### src/rtl/mul_sel_pkg.sv
// mul_sel_pkg: phase encoding, sequencer state and shift-add product for mul_sel_sched
package mul_sel_pkg;
    localparam int PW = 35;
    localparam logic [1:0] PH_X1 = 2'd0;
    localparam logic [1:0] PH_X3 = 2'd1;
    localparam logic [1:0] PH_X7 = 2'd2;
    localparam logic [1:0] PH_X8 = 2'd3;
    typedef enum logic {IDLE, RUN} state_t;
    function automatic logic [PW-1:0] mul_product(input logic [PW-1:0] d, input logic [1:0] ph);
        return ph == PH_X1 ? d :
               ph == PH_X3 ? (d << 1) + d :
               ph == PH_X7 ? (d << 3) - d : d << 3;
    endfunction
endpackage

### src/rtl/rr_arb.sv
// rr_arb: round-robin arbiter, search starts at ptr and wraps; first valid wins
module rr_arb #(
    parameter int N = 4,
    parameter int IW = $clog2(N)
) (
    input  logic [N-1:0]  req,
    input  logic          en,
    input  logic [IW-1:0] ptr,
    output logic [N-1:0]  gnt,
    output logic [IW-1:0] win
);
    always_comb begin
        gnt = '0;
        win = '0;
        for (int k = N - 1; k >= 0; k--) begin
            if (en && req[(int'(ptr) + k) % N]) begin
                gnt = N'(1) << ((int'(ptr) + k) % N);
                win = IW'((int'(ptr) + k) % N);
            end
        end
    end
endmodule

### src/rtl/mul_sel_sched.sv
// mul_sel_sched: round-robin scheduler and 4-phase sequencer for the x1/x3/x7/x8 datapath
// MULSEL_OUT_REG_EN adds one output register stage (accept-to-phase-0 latency 2)
module mul_sel_sched
    import mul_sel_pkg::*;
#(
    parameter int N_REQ = 4,
    parameter int DW = 8,
    localparam int OW = DW + 3,
    localparam int IDW = $clog2(N_REQ)
) (
    input  logic                clk,
    input  logic                rst,
    input  logic [N_REQ-1:0]    req_valid,
    input  logic [N_REQ*DW-1:0] req_data,
    output logic [N_REQ-1:0]    req_ready,
    output logic                out_valid,
    output logic                out_first,
    output logic [1:0]          out_phase,
    output logic [IDW-1:0]      out_id,
    output logic [OW-1:0]       out_data,
    output logic                busy
);
    state_t state;
    logic [1:0] phase;
    logic [DW-1:0] op;
    logic [IDW-1:0] id, ptr, win;
    logic [N_REQ-1:0] gnt;
    logic arb_en, accept;
    logic s_valid, s_first;
    logic [1:0] s_phase;
    logic [IDW-1:0] s_id;
    logic [OW-1:0] s_data;
    // phase stays 0 in IDLE, so phase==PH_X8 only occurs in RUN
    assign arb_en = !rst && (state == IDLE || phase == PH_X8);
    rr_arb #(.N(N_REQ), .IW(IDW)) u_arb (
        .req(req_valid),
        .en (arb_en),
        .ptr(ptr),
        .gnt(gnt),
        .win(win)
    );
    assign req_ready = gnt;
    assign accept = |gnt;
    assign busy = state == RUN;
    always_ff @(posedge clk) begin
        if (rst) begin
            state <= IDLE;
            phase <= PH_X1;
            op <= '0;
            id <= '0;
            ptr <= '0;
        end else if (accept) begin
            state <= RUN;
            phase <= PH_X1;
            op <= req_data[win*DW +: DW];
            id <= win;
            ptr <= win == IDW'(N_REQ - 1) ? '0 : win + 1'b1;
        end else if (state == RUN) begin
            state <= phase == PH_X8 ? IDLE : RUN;
            phase <= phase == PH_X8 ? PH_X1 : phase + 2'd1;
        end
    end
    always_ff @(posedge clk) begin
        if (rst) begin
            s_valid <= 1'b0;
            s_first <= 1'b0;
            s_phase <= '0;
            s_id <= '0;
            s_data <= '0;
        end else begin
            s_valid <= state == RUN;
            s_first <= state == RUN && phase == PH_X1;
            s_phase <= phase;
            s_id <= id;
            s_data <= OW'(mul_product(PW'(op), phase));
        end
    end
`ifdef MULSEL_OUT_REG_EN
    logic q_valid, q_first;
    logic [1:0] q_phase;
    logic [IDW-1:0] q_id;
    logic [OW-1:0] q_data;
    always_ff @(posedge clk) begin
        if (rst) begin
            q_valid <= 1'b0;
            q_first <= 1'b0;
            q_phase <= '0;
            q_id <= '0;
            q_data <= '0;
        end else begin
            q_valid <= s_valid;
            q_first <= s_first;
            q_phase <= s_phase;
            q_id <= s_id;
            q_data <= s_data;
        end
    end
    assign out_valid = q_valid;
    assign out_first = q_first;
    assign out_phase = q_phase;
    assign out_id = q_id;
    assign out_data = q_data;
`else
    assign out_valid = s_valid;
    assign out_first = s_first;
    assign out_phase = s_phase;
    assign out_id = s_id;
    assign out_data = s_data;
`endif
endmodule

### config.mk
export PLATFORM = sky130hd
export DESIGN_NAME = mul_sel_sched
export DESIGN_NICKNAME = d
export VERILOG_FILES = /design/src/rtl/mul_sel_pkg.sv /design/src/rtl/rr_arb.sv /design/src/rtl/mul_sel_sched.sv
export SDC_FILE = /design/constraint.sdc
export NUM_CORES = 1
export LEC_CHECK = 0
export ABC_AREA = 1
export ABC_CLOCK_PERIOD_IN_PS = 3000
export CORE_MARGIN = 2
export CORE_UTILIZATION = 35
export CTS_BUF_LIST = sky130_fd_sc_hd__clkbuf_4 sky130_fd_sc_hd__clkbuf_8 sky130_fd_sc_hd__clkbuf_16
export DETAILED_ROUTE_END_ITERATION = 8
export GPL_TIMING_DRIVEN = 0
export SYNTH_ARGS = -nofsm -noshare
export SYNTH_HDL_FRONTEND = slang
export SYNTH_SLANG_ARGS = --single-unit
export TNS_END_PERCENT = 5
### constraint.sdc
create_clock -name clk -period 3 [get_ports clk]
set_input_delay 0.6 -clock clk [delete_from_list [all_inputs] [get_ports clk]]
set_output_delay 0.6 -clock clk [all_outputs]
set_load 0.005 [all_outputs]
Word-level counts from Yosys, hierarchy flattened
Index checks and enable logic that the tools add are counted.
{"block": "word_totals", "word_cells": 77, "mem_bits_rw": 0, "memories": 0, "latch_bits": 0, "romBits": 0, "reg_bits": 32, "output_inout_bits": 22, "inputBits": 38}
{"block": "op_classes", "n_mul": 0, "order_cmp": 4, "n_div": 0, "n_reduce_logical": 15, "n_eq_ne": 4, "add_sub_neg": 7, "bitwise": 4, "mux": 27, "shift": 5}
{"op": "1-bit by 32-bit left shift with 4-bit output (first input constant)", "n": 3}
{"op": "32-bit by 6-bit variable part select with 8-bit output", "n": 1}
{"op": "11-bit 2-to-1 mux", "n": 2}
{"op": "4-bit 2-to-1 mux", "n": 4}
{"op": "3-bit by 4-bit < comparator with 1-bit output (second input constant)", "n": 3}
{"op": "2-bit 2-to-1 mux", "n": 6}
{"op": "11-bit by 8-bit subtractor with 11-bit output", "n": 1}
{"op": "9-bit by 8-bit adder with 10-bit output", "n": 1}
{"op": "1-bit 2-to-1 mux", "n": 10}
{"op": "1-bit binary-select mux with 2-bit select", "n": 4}
{"op": "8-bit 2-to-1 mux", "n": 1}
{"op": "2-bit OR reduction", "n": 4}
{"op": "2-bit by 1-bit adder with 2-bit output (second input constant)", "n": 3}
{"op": "2-bit equality test (second input constant)", "n": 3}
{"op": "1-bit logical AND", "n": 6}
{"op": "5-bit OR reduction", "n": 1}
{"op": "2-bit adder (second input constant)", "n": 2}
{"op": "4-bit OR reduction", "n": 1}
{"op": "1-bit by 2-bit left shift with 4-bit output (first input constant)", "n": 1}
{"op": "1-bit AND (first input constant)", "n": 3}
{"op": "2-bit by 3-bit < comparator with 1-bit output (second input constant)", "n": 1}
{"op": "2-bit by 1-bit equality test with 1-bit output (second input constant)", "n": 1}
{"op": "2-bit zero test", "n": 1}
{"op": "1-bit zero test", "n": 1}
{"op": "2 further kinds", "n": 2}

Logic depth before layout (Yosys ltp)
{"block": "logic_depth", "ltp_word": 13, "mapped_depth": 17, "mapped_depth_nobuf": 16}

Cells and area by module
A second synthesis with hierarchy kept.
{"block": "hier_totals", "cells_unflattened": 415, "hier_area_um2": 2767.7}
{"mod": "mul_sel_sched", "cells_each": 321, "instances": 1, "area_each_um2": 2265.9}
{"mod": "rr_arb", "cells_each": 94, "instances": 1, "area_each_um2": 501.7}

Least setup slack after synthesis
OpenSTA, ideal clock, no wires.
{"block": "synth_timing", "kind": "reg2out", "startpoint": "register ptr[1]", "endpoint": "output port req_ready[0]", "arrival_time_ns": 1.679, "slack_ns": 0.721, "path_stages_with_launch": 12, "cell_sequence": "dfxtp_1 -> inv_1 -> ha_1 -> inv_1 -> nand3_2 -> nand3_4 -> buf_6 -> nor2_1 -> nor2_1 -> nand3_1 -> nand2_2 -> inv_1"}
{"block": "synth_between", "elab_chain_len": 9}
{"element": "start, declared", "line_no": "mul_sel_sched.sv:26", "source": "logic [IDW-1:0] id, ptr, win;"}
{"element": "start signal, assigned", "line_no": "mul_sel_sched.sv:57", "source": "ptr <= win == IDW'(N_REQ - 1) ? '0 : win + 1'b1;"}
{"element": "2-bit adder", "line_no": "rr_arb.sv:16, rr_arb.sv:17"}
{"element": "1-bit binary-select mux with 2-bit select", "line_no": "rr_arb.sv:16", "source": "if (en && req[(int'(ptr) + k) % N]) begin"}
{"element": "1-bit 2-to-1 mux (implied by the code) (2 in series)", "line_no": "rr_arb.sv:16"}
{"element": "1-bit logical AND", "line_no": "rr_arb.sv:16"}
{"element": "4-bit 2-to-1 mux (3 in series)", "line_no": "rr_arb.sv:16"}
{"element": "4-bit 2-to-1 mux (*)", "line_no": "rr_arb.sv:16"}
{"element": "end, declared", "line_no": "mul_sel_sched.sv:15", "source": "output logic [N_REQ-1:0] req_ready,"}
Mark *: on every way between the ends. The rest lies on a longest branch, timed or not. The select of a mux whose other input is x is not followed.

Worst setup path after layout
{"block": "layout_timing", "startpoint": "register ptr[1]", "endpoint": "output port req_ready[2]"}
Same word-level chain as after synthesis.

==> metrics.csv <==
metric,value,unit
fin_util,48.4,%
antenna_cells,0,
die_area,8970,sq um
cts_tree,done,
yosysWarnings,0,
drt_iter0_markers,86,
hold_buffers,0,
synth_nets,508,
hp-class,reg2reg,
placed_cells,603,
htree_levels,2,
synth.area.top_cells,"dfxtp_1, nand2_1, ha_1",
nets,589,
num_vias,2917,
seq_area_frac_synth,22.3,%
start_util,35.6,%
clk_pin_slew,0.07,ns
synth_top_area_share,22.3,%
fin_cells,626,
antenna_left,0,
cellLeakagePower,2.00,nW
globalRoute.totalOverflow,0,
finalPower,4.10,mW
fin_crit,2.94,ns
antenna_found_initial,0,
grtUsageTotal,16.7,%
ys.flop_type,dfxtp_1,
die_h,94.7,microns
async_reset_ff_share,0,%
dr.pass1.iters,4,
relSlewSlack,70.4,%
insertion_delay,0.28,ns
dpl.hpwl,5390,microns
cts_sinks,32,
drive_above_1_share,17.9,%
status,finished clean,
vdd_drop_max,0.000361,V
wl_per_cell,11.5,microns
crit_required,2.40,ns
drv_cap,0,
yosysUniqueCellTypes,39,
ys_ff_latch,32,
critical_path_class,reg2out,
synth_edf_count,0,
hold_viol_final,0,
grt_pass1_wl,12200,microns
end_kind,output port,
syn_area,2880,sq um
die_x,94.7,microns
drcViolationCount,0,
fmax,341,MHz
finalMaxSlewViolations,0,
skew,0.00560,ns
gp_congestion,0.854,
avgSynthCellArea,6.56,sq um
root_buffer,clkbuf_8,
grt_pass1_vias,2806,
cp-start-kind,flip-flop,
row_count,33,
vias_per_cell,4.66,
period_share,97.8,%
syn_to_final_growth,36.0,%
setup-violations-final,0,
grt_max_degree,12,
rsz0062_at_grt,true,
p_per_area,1050,nW/um^2
port_buffers,59,
worst_pin_slew,0.442,ns
syn_inst,439,
crit_fanout,5,
io_pins,60,
numCtsBuffers,5,
core,8090,sq um
cts_buffer_depth,2,
yosys.area.top_type,dfxtp_1,
arrival,2.34,ns
drt-total-wl,7180,microns
## critical path: stages (launching register included)
cell and delay, ns:
dfxtp_4 0.37, clkinvlp_4 0.11, ha_4 0.27, buf_4 0.14, nand3_2 0.08, nand3_2 0.10, nor2_4 0.18, nand2_1 0.09
nand3_2 0.07, nand2_2 0.07, inv_1 0.07, clkdlybuf4s50_1 0.49
## stage by stage
stage	worst slack, ns	hold WS [ns]	instance area [sq um]	TNS (ns)
2_1_floorplan	0.721	0.400	2880	0
3_3_place_gp	-0.288	0.409	3600	-1.10
3_5_place_dp	-0.287	0.410	3600	-1.10
4_1_cts	0.00471	0.420	3790	0
5_1_grt	-0.0620	0.462	3920	-0.129
6_report	0.0646	0.416	3920	0
## per-layer routing
metal	up-vias	GRT usage (%)	routed length, microns
li1	1572	-	-
met1	1245	20.9	3320
met2	81	28.6	3280
met3	19	3.27	415
met4	0	5.56	164
met5	-	0	0
## cell usage after synthesis (2+ instances only)
cell      instances
a211oi_1          2
a21oi_1          23
a221oi_1          2
buf_2             2
buf_4             3
buf_6             3
clkbuf_1          2
dfxtp_1          32
ha_1             30
inv_1            59
inv_2             4
nand2_1         118
nand2_2          19
nand3_1          51
nand3_2           4
nand3b_1          9
nand4_1           6
nor2_1           26
nor2_2            3
nor2_4            4
nor3_1            3
o21ai_0          16
or2_2             2
## layout make-up
type | instances | area (sq um)
Fill cell | 839 | 4180
Multi-Input combinational cell | 332 | 1970
Timing Repair Buffer | 75 | 718
Sequential cell | 32 | 649
Inverter | 64 | 251
Tap cell | 105 | 131
Buffer | 10 | 82.6
Clock buffer | 6 | 76.3
Clock inverter | 2 | 35.0
## final timing paths
kind                            slack, ns  cells after the start    from            to
worst max-delay path                 0.06                     11  ptr[1]  req_ready[2]
worst min-delay path                 0.42                      2   id[0]     out_id[0]
worst max register to register       0.75                     16  ptr[0]         op[7]
worst min register to register       0.42                      2   id[0]     out_id[0]
## state kept, by name (all words and copies together) (netlist names)
name / cells
busy: 1
id: 2
op: 8
out_data: 11
out_first: 1
out_id: 2
out_phase: 2
out_valid: 1
phase: 2
ptr: 2
## timing repair
action                                  CTS  global route
endpoints found under the setup margin    4             4
pin swaps                                 3             6
setup buffers                             7             9
gates resized for setup                  10            23
## report_power, final
part           internal, mW  switching [mW]  total, mW
Combinational          1.24            1.68       2.92
Sequential            0.612           0.153      0.764
Clock                 0.255           0.158      0.413
Total                  2.11            1.99       4.10
## logic make-up (layout without fill, tap and decap cells)
group | count (synthesis) | after routing | synth area share, %
flops | 32 | 32 | 22.3
xor+xnor | 2 | 2 | 0.609
simple gates | 249 | 249 | 41.9
buf+inv | 75 | 157 | 11.8
fa+ha+maj | 31 | 31 | 13.7
compound gates | 50 | 50 | 9.74
## layout by cell type (no fill, tap or decap), types with 2 or more instances in the layout
| cell type | instances |
|---|---|
| or2_2 | 2 |
| dlymetal6s2s_1 | 5 |
| nor2_4 | 6 |
| buf_4 | 19 |
| nand3b_1 | 9 |
| clkbuf_1 | 2 |
| buf_2 | 2 |
| inv_1 | 57 |
| a21oi_1 | 23 |
| a211oi_1 | 2 |
| o21ai_0 | 16 |
| nand4_1 | 6 |
| dfxtp_4 | 2 |
| nand2_2 | 25 |
| dfxtp_1 | 29 |
| nand3_2 | 9 |
| inv_2 | 4 |
| a221oi_1 | 2 |
| nor3_1 | 3 |
| nand2_1 | 111 |
| nor2_1 | 26 |
| clkbuf_8 | 5 |
| nand2_4 | 2 |
| nand3_1 | 46 |
| ha_1 | 28 |
| clkdlybuf4s50_1 | 53 |
| buf_6 | 2 |
(Power assumes the default switching activity.)
